==> config.mk <==
export PLATFORM = sky130hd
export DESIGN_NAME = uart_rx_flat
export DESIGN_NICKNAME = d
export VERILOG_FILES = /design/src/rtl/uart_rx_if.sv /design/src/rtl/uart_rx.sv /design/src/flat_wrapper.sv
export SDC_FILE = /design/constraint.sdc
export NUM_CORES = 1
export LEC_CHECK = 0
export CAP_MARGIN = 20
export CORE_MARGIN = 2
export CORE_UTILIZATION = 32
export CTS_BUF_LIST = sky130_fd_sc_hd__clkbuf_2
export CTS_CLUSTER_DIAMETER = 60
export DETAILED_ROUTE_END_ITERATION = 6
export HOLD_SLACK_MARGIN = 0.12
export MAX_ROUTING_LAYER = met4
export PLACE_DENSITY = 0.55
export REMOVE_ABC_BUFFERS = 1
export SYNTH_ARGS = -nofsm -noshare
export SYNTH_HDL_FRONTEND = slang
export SYNTH_SLANG_ARGS = --single-unit
==> constraint.sdc <==
create_clock -name src_clk -period 4.7 [get_ports src_clk]
set_clock_uncertainty 0.05 [all_clocks]
set_input_delay 0.705 -clock src_clk [delete_from_list [all_inputs] [get_ports src_clk]]
set_output_delay 0.705 -clock src_clk [all_outputs]
set_load 0.005 [all_outputs]
==> src/rtl/uart_rx_if.sv <==
// Received-byte output channel of the UART receiver: valid/ready handshake plus per-byte status.
// The receiver drives the master side and the consumer drives the slave side.
interface uart_rx_if #(
  parameter int DATA_BITS = 8
) ();
  logic [DATA_BITS-1:0] rx_data;
  logic                 rx_valid;
  logic                 rx_ready;
  logic                 frame_err;
  logic                 parity_err;
  logic                 overrun;

  modport master (
    output rx_data, rx_valid, frame_err, parity_err, overrun,
    input  rx_ready
  );

  modport slave (
    input  rx_data, rx_valid, frame_err, parity_err, overrun,
    output rx_ready
  );
endinterface

==> src/rtl/uart_rx.sv <==
// UART receiver: samples rx at SCALE x baud using Uart_clk as a tick enable, deserialises LSB first,
// and holds each byte with its frame, parity and overrun status until the consumer accepts it.
module uart_rx #(
  parameter int SCALE      = 16,
  parameter int DATA_BITS  = 8,
  parameter int PARITY_EN  = 0,
  parameter int PARITY_ODD = 0
) (
  input  logic      src_clk,
  input  logic      rst_n,
  input  logic      Uart_clk,
  input  logic      rx,
  uart_rx_if.master out_if,
  output logic      busy
);

  localparam int                SAMP_W    = $clog2(SCALE);
  localparam logic [SAMP_W-1:0] SAMP_MID  = SAMP_W'(SCALE / 2 - 1);
  localparam logic [SAMP_W-1:0] SAMP_LAST = SAMP_W'(SCALE - 1);
  localparam logic [3:0]        BIT_LAST  = 4'(DATA_BITS - 1);

  typedef enum logic [2:0] {IDLE, START, DATA, PARITY, STOP} state_e;

  state_e                state_q, state_d;
  logic [SAMP_W-1:0]     samp_q, samp_d;
  logic [3:0]            bit_q, bit_d;
  logic [DATA_BITS-1:0]  shift_q, shift_d;
  logic                  perr_q, perr_d;
  logic [DATA_BITS-1:0]  data_q, data_d;
  logic                  valid_q, valid_d;
  logic                  ferr_q, ferr_d;
  logic                  perr_out_q, perr_out_d;
  logic                  ovr_q, ovr_d;
  logic                  rx_meta_q, rx_s_q;
  logic                  uart_clk_q;
  logic                  tick;
  logic                  load;

  assign tick = Uart_clk & ~uart_clk_q;

  // NOTE: state registers use non-blocking assignments so every flop samples pre-edge values.
  always_ff @(posedge src_clk) begin
    if (!rst_n) begin
      rx_meta_q  <= 1'b1;
      rx_s_q     <= 1'b1;
      uart_clk_q <= 1'b0;
      state_q    <= IDLE;
      samp_q     <= '0;
      bit_q      <= '0;
      shift_q    <= '0;
      perr_q     <= 1'b0;
      data_q     <= '0;
      valid_q    <= 1'b0;
      ferr_q     <= 1'b0;
      perr_out_q <= 1'b0;
      ovr_q      <= 1'b0;
    end else begin
      rx_meta_q  <= rx;
      rx_s_q     <= rx_meta_q;
      uart_clk_q <= Uart_clk;
      state_q    <= state_d;
      samp_q     <= samp_d;
      bit_q      <= bit_d;
      shift_q    <= shift_d;
      perr_q     <= perr_d;
      data_q     <= data_d;
      valid_q    <= valid_d;
      ferr_q     <= ferr_d;
      perr_out_q <= perr_out_d;
      ovr_q      <= ovr_d;
    end
  end

  always_comb begin
    // NOTE: every next-state value is defaulted to hold first, so no path can infer a latch.
    state_d    = state_q;
    samp_d     = samp_q;
    bit_d      = bit_q;
    shift_d    = shift_q;
    perr_d     = perr_q;
    data_d     = data_q;
    valid_d    = valid_q;
    ferr_d     = ferr_q;
    perr_out_d = perr_out_q;
    ovr_d      = ovr_q;
    load       = 1'b0;

    if (tick) begin
      unique case (state_q)
        IDLE: begin
          if (!rx_s_q) begin
            state_d = START;
            samp_d  = '0;
          end
        end
        START: begin
          if (samp_q == SAMP_MID) begin
            samp_d = '0;
            if (rx_s_q) begin
              state_d = IDLE;
            end else begin
              state_d = DATA;
              bit_d   = '0;
              perr_d  = 1'b0;
            end
          end else begin
            samp_d = samp_q + SAMP_W'(1);
          end
        end
        DATA: begin
          if (samp_q == SAMP_LAST) begin
            samp_d  = '0;
            shift_d = {rx_s_q, shift_q[DATA_BITS-1:1]};
            bit_d   = bit_q + 4'd1;
            if (bit_q == BIT_LAST) state_d = (PARITY_EN != 0) ? PARITY : STOP;
          end else begin
            samp_d = samp_q + SAMP_W'(1);
          end
        end
        PARITY: begin
          if (samp_q == SAMP_LAST) begin
            samp_d  = '0;
            perr_d  = ((^shift_q) ^ rx_s_q) != (PARITY_ODD != 0);
            state_d = STOP;
          end else begin
            samp_d = samp_q + SAMP_W'(1);
          end
        end
        STOP: begin
          if (samp_q == SAMP_LAST) begin
            samp_d  = '0;
            state_d = IDLE;
            load    = 1'b1;
          end else begin
            samp_d = samp_q + SAMP_W'(1);
          end
        end
        default: state_d = IDLE;
      endcase
    end

    // A byte that completes while the previous one is still unaccepted is dropped.
    if (load) begin
      if (!valid_q || out_if.rx_ready) begin
        data_d     = shift_q;
        ferr_d     = ~rx_s_q;
        perr_out_d = perr_q;
        valid_d    = 1'b1;
        ovr_d      = 1'b0;
      end else begin
        ovr_d = 1'b1;
      end
    end else if (valid_q && out_if.rx_ready) begin
      valid_d = 1'b0;
      ovr_d   = 1'b0;
    end
  end

  assign out_if.rx_data    = data_q;
  assign out_if.rx_valid   = valid_q;
  assign out_if.frame_err  = ferr_q;
  assign out_if.parity_err = perr_out_q;
  assign out_if.overrun    = ovr_q;
  assign busy              = (state_q != IDLE);

endmodule

==> src/flat_wrapper.sv <==
// flat-port wrapper written by rule: the top's interface ports become plain ports
module uart_rx_flat 
#(
  parameter int SCALE      = 16,
  parameter int DATA_BITS  = 8,
  parameter int PARITY_EN  = 0,
  parameter int PARITY_ODD = 0
)
  (src_clk, rst_n, Uart_clk, rx, busy, out_if_rx_data, out_if_rx_valid, out_if_frame_err, out_if_parity_err, out_if_overrun, out_if_rx_ready);
  uart_rx_if #(.DATA_BITS(DATA_BITS)) out_if_i ();
  input  logic src_clk;
  input  logic rst_n;
  input  logic Uart_clk;
  input  logic rx;
  output logic busy;
  output wire logic [$bits(out_if_i.rx_data)-1:0] out_if_rx_data;
  output wire logic [$bits(out_if_i.rx_valid)-1:0] out_if_rx_valid;
  output wire logic [$bits(out_if_i.frame_err)-1:0] out_if_frame_err;
  output wire logic [$bits(out_if_i.parity_err)-1:0] out_if_parity_err;
  output wire logic [$bits(out_if_i.overrun)-1:0] out_if_overrun;
  input wire logic [$bits(out_if_i.rx_ready)-1:0] out_if_rx_ready;
  assign out_if_rx_data = out_if_i.rx_data;
  assign out_if_rx_valid = out_if_i.rx_valid;
  assign out_if_frame_err = out_if_i.frame_err;
  assign out_if_parity_err = out_if_i.parity_err;
  assign out_if_overrun = out_if_i.overrun;
  assign out_if_i.rx_ready = out_if_rx_ready;
  uart_rx #(.SCALE(SCALE), .DATA_BITS(DATA_BITS), .PARITY_EN(PARITY_EN), .PARITY_ODD(PARITY_ODD)) u_core (.src_clk(src_clk), .rst_n(rst_n), .Uart_clk(Uart_clk), .rx(rx), .out_if(out_if_i), .busy(busy));
endmodule
==> metrics.log <==
[metrics] status: finished, final reports clean
[metrics] length of the first detailed-routing pass in iterations: 4
[metrics] cts repair resizes: 0
[metrics] DP Area: 1810 sq um
[metrics] number of hold buffers added after CTS: 0
[metrics] setup repair bufs after CTS: 0
[metrics] antenna cell count: 0
[metrics] share of synthesized cell area in full adder, half adder and majority cells: 0.0157
[metrics] CTS tree: built
[metrics] Slew @ Worst Pin: 0.956 ns
[metrics] deepest level of the CTS H-tree: 2
[metrics] maximum fanout count along the critical path: 14
[metrics] number of max-cap violations: 0
[metrics] area share of xor/xnor cells in the synthesized design: 0.0548
[metrics] sequential share of the synthesized area: 0.439
[metrics] largest net degree at the start of global routing: 31
[metrics] dominant combinational cell family by area after synthesis: simple AND/OR/NAND/NOR gates
[metrics] drc violations: 0
[metrics] min-delay src: u_core.rx_meta_q$_SDFF_PN1_
[metrics] global-route wire length before repair: 5.71 mm
[metrics] Final Cell Area: 1860 sq um
[metrics] TritonCTS Buffers: 5
[metrics] Die H: 74.7 um
[metrics] highest-count cells in the layout ignoring fill and taps: sky130_fd_sc_hd__dfxtp_1 (35), sky130_fd_sc_hd__nor2_1 (28), sky130_fd_sc_hd__mux2i_1 (21)
[metrics] power density of the placed cells: 248 nW/um^2
[metrics] Starting Density: 0.336
[metrics] synthesized area divided by synthesized cell count: 9.29 sq um
[metrics] number of sinks on the clock net: 35
[metrics] antenna-violating nets left: 0
[metrics] post-synthesis cell type count: 35
[metrics] static leakage: 0.778 nW
[metrics] WL per Instance: 12.3 um
[metrics] data required time of the worst path: 3.94 ns
[metrics] Tmin final: 2.59 ns
[metrics] number of placement rows: 25
[metrics] Hold Path Class: register to register
[metrics] flip-flop and latch count after synthesis: 35
[metrics] Final #Nets: 195
[metrics] Critical Path Sink Type: primary output
[metrics] Vias per Instance: 4.77
[metrics] total congestion overflow: 0
[metrics] fraction of the mapped netlist area in compound gates: 0.0877
[metrics] simple-gate share of the synthesized area: 0.231
[metrics] width of the chip: 74.7 um
[metrics] most common cell after layout, fill and taps aside: sky130_fd_sc_hd__dfxtp_1
[metrics] setup repair after global routing missed its margin: false
[metrics] synthesis warning total: 0
[metrics] half-perimeter wire length after placement: 2.19 mm
[metrics] type of the worst setup path: register to primary output
[metrics] via count of the first global-routing pass: 1265
[metrics] source of the critical timing path: u_core.state_q[0]$_SDFFE_PN0P_
[metrics] clk slew on worst S/H paths: 0.18 ns
[metrics] via count of the routed design: 1222
[metrics] Worst-Skew Late Latency: 0.37 ns
[metrics] share of final-layout standard cells stronger than drive strength 1: 0.0635
[metrics] final hold violation count: 0
[metrics] number of cells produced by synthesis: 172
[metrics] final number of max-transition violations: 0
[metrics] core area: 4750 sq um
[metrics] antenna violations before repair: 0
[metrics] hold depth: 1
[metrics] count of pins on the block boundary: 18
[metrics] Max Root-Sink Buffers: 2
[metrics] number of port buffers: 17
[metrics] Total Routing Usage GR: 0.136
[metrics] Finish-stage setup viols: 0
[metrics] count of cells along the worst register-to-register path: 6
[metrics] data arrival time at the worst-slack endpoint: 1.84 ns
[metrics] final routed wirelength across all metal layers: 3.15 mm
[metrics] final clock period utilization by the worst path: 0.552
[metrics] Total Die Area: 5570 sq um
[metrics] R2R Path Start: u_core.samp_q[0]$_SDFFE_PN0P_
[metrics] Setup TNS Final: 0 ns
[metrics] mux cell area share after synthesis: 0.139
[metrics] RePlAce Congestion: 0.822
[metrics] IR Drop Worst-Case VDD: 154 uV
[metrics] layout-stage area growth over the synthesis result: 16.1%
[metrics] CP startpoint kind: register
[metrics] Post-Syn Area: 1600 sq um
[metrics] number of design-rule violations left by the first detailed-router iteration: 68
[metrics] library cell used as clock root buffer: sky130_fd_sc_hd__clkbuf_2
[metrics] Max-slew headroom: 0.362
[metrics] Max Clk Rate: 386 MHz
## area by class of cell
class,instances,area (sq um)
Fill cell,494,2900
Inverter,4,15.0
Tap cell,67,83.8
Clock buffer,6,30.0
Sequential cell,35,701
Timing Repair Buffer,17,170
Clock inverter,2,12.5
Multi-Input combinational cell,125,843
## where the power goes
group	internal (W)	total (W)	switching, W
Combinational	0.00000907	0.0000207	0.0000117
Sequential	0.000299	0.000302	0.00000275
Clock	0.0000380	0.000138	0.000100
Total	0.000346	0.000460	0.000114
## final timing paths
path | endpoint | slack, ns
setup reg to reg | u_core.bit_q[0]$_SDFFE_PN0P_ | 2.58
setup / recovery | busy | 2.11
hold / removal | u_core.rx_s_q$_SDFF_PN1_ | 0.40
hold reg to reg | u_core.rx_s_q$_SDFF_PN1_ | 0.40
## metal layers
layer,track usage,up-vias,wire length (um),part of all wire
li1,-,631,-,-
met1,0.161,557,1500,0.48
met2,0.215,30,1460,0.46
met3,0.0562,4,157,0.050
met4,0.0377,0,22,0.0070
met5,-,-,0,0
## synthesized netlist by cell type
cell,count,area share
sky130_fd_sc_hd__nand3_1,4,0.013
sky130_fd_sc_hd__nand2_1,10,0.023
sky130_fd_sc_hd__or4b_4,1,0.0086
sky130_fd_sc_hd__nor3b_1,3,0.014
sky130_fd_sc_hd__nor3_1,5,0.016
sky130_fd_sc_hd__buf_2,1,0.0031
sky130_fd_sc_hd__buf_6,1,0.0070
sky130_fd_sc_hd__nor2_1,28,0.066
sky130_fd_sc_hd__a2111oi_4,1,0.017
sky130_fd_sc_hd__nand3b_1,3,0.014
sky130_fd_sc_hd__clkbuf_1,6,0.014
sky130_fd_sc_hd__a21oi_1,8,0.025
sky130_fd_sc_hd__mux2_2,1,0.0070
sky130_fd_sc_hd__xor2_1,3,0.016
sky130_fd_sc_hd__a21boi_0,1,0.0047
sky130_fd_sc_hd__xnor2_1,7,0.038
sky130_fd_sc_hd__o21a_1,1,0.0047
sky130_fd_sc_hd__ha_1,2,0.016
sky130_fd_sc_hd__nand4b_1,1,0.0055
sky130_fd_sc_hd__nor4b_1,2,0.011
sky130_fd_sc_hd__nand4_1,3,0.012
sky130_fd_sc_hd__and4b_1,1,0.0063
sky130_fd_sc_hd__nor2b_1,1,0.0039
sky130_fd_sc_hd__o21ai_0,5,0.016
sky130_fd_sc_hd__nor2_2,1,0.0039
sky130_fd_sc_hd__a41o_1,1,0.0063
sky130_fd_sc_hd__dfxtp_1,35,0.44
sky130_fd_sc_hd__mux2i_1,21,0.13
sky130_fd_sc_hd__o31ai_1,1,0.0047
sky130_fd_sc_hd__nand2b_1,5,0.020
sky130_fd_sc_hd__and2_1,2,0.0078
sky130_fd_sc_hd__inv_1,4,0.0094
sky130_fd_sc_hd__nand4bb_1,1,0.0070
sky130_fd_sc_hd__o211ai_1,1,0.0047
sky130_fd_sc_hd__a211oi_1,1,0.0047
## flip-flops by register name, indices dropped and copies added (netlist names)
name and cells:
u_core.out_if.frame_err 1, u_core.perr_q 1, u_core.rx_meta_q 1, u_core.rx_s_q 1, u_core.out_if.rx_valid 1, u_core.out_if.parity_err 1, u_core.state_q 3, u_core.out_if.overrun 1
u_core.samp_q 4, u_core.uart_clk_q 1, u_core.shift_q 8, u_core.out_if.rx_data 8, u_core.bit_q 4
## through the flow
step / utilization / setup WS (ns) / power, W / hold slack, ns / std cells
6_report: 0.390 / 2.11 / 0.000460 / 0.404 / 256
5_1_grt: 0.390 / 1.92 / 0.000488 / 0.421 / 256
4_1_cts: 0.390 / 2.08 / 0.000470 / 0.409 / 256
3_5_place_dp: 0.381 / 1.94 / 0.000328 / 0.371 / 248
3_3_place_gp: 0.381 / 1.96 / 0.000328 / 0.339 / 248
2_1_floorplan: - / 2.79 / 0.000319 / 0.336 / 164
## critical path, stage by stage, from the launching register on
cell and delay (ns):
sky130_fd_sc_hd__dfxtp_1 0.47, sky130_fd_sc_hd__nor3_1 0.47, sky130_fd_sc_hd__inv_1 0.08, sky130_fd_sc_hd__clkdlybuf4s50_1 0.45
## logic make-up (layout without fill, tap and decap cells)
| group | after synthesis | in the layout |
|---|---|---|
| compound gates | 20 | 20 |
| xor+xnor | 10 | 10 |
| mux | 22 | 22 |
| flops | 35 | 35 |
| simple gates | 71 | 71 |
| fa+ha+maj | 2 | 2 |
| buf+inv | 12 | 29 |
Power figures use the tool's default switching activity.
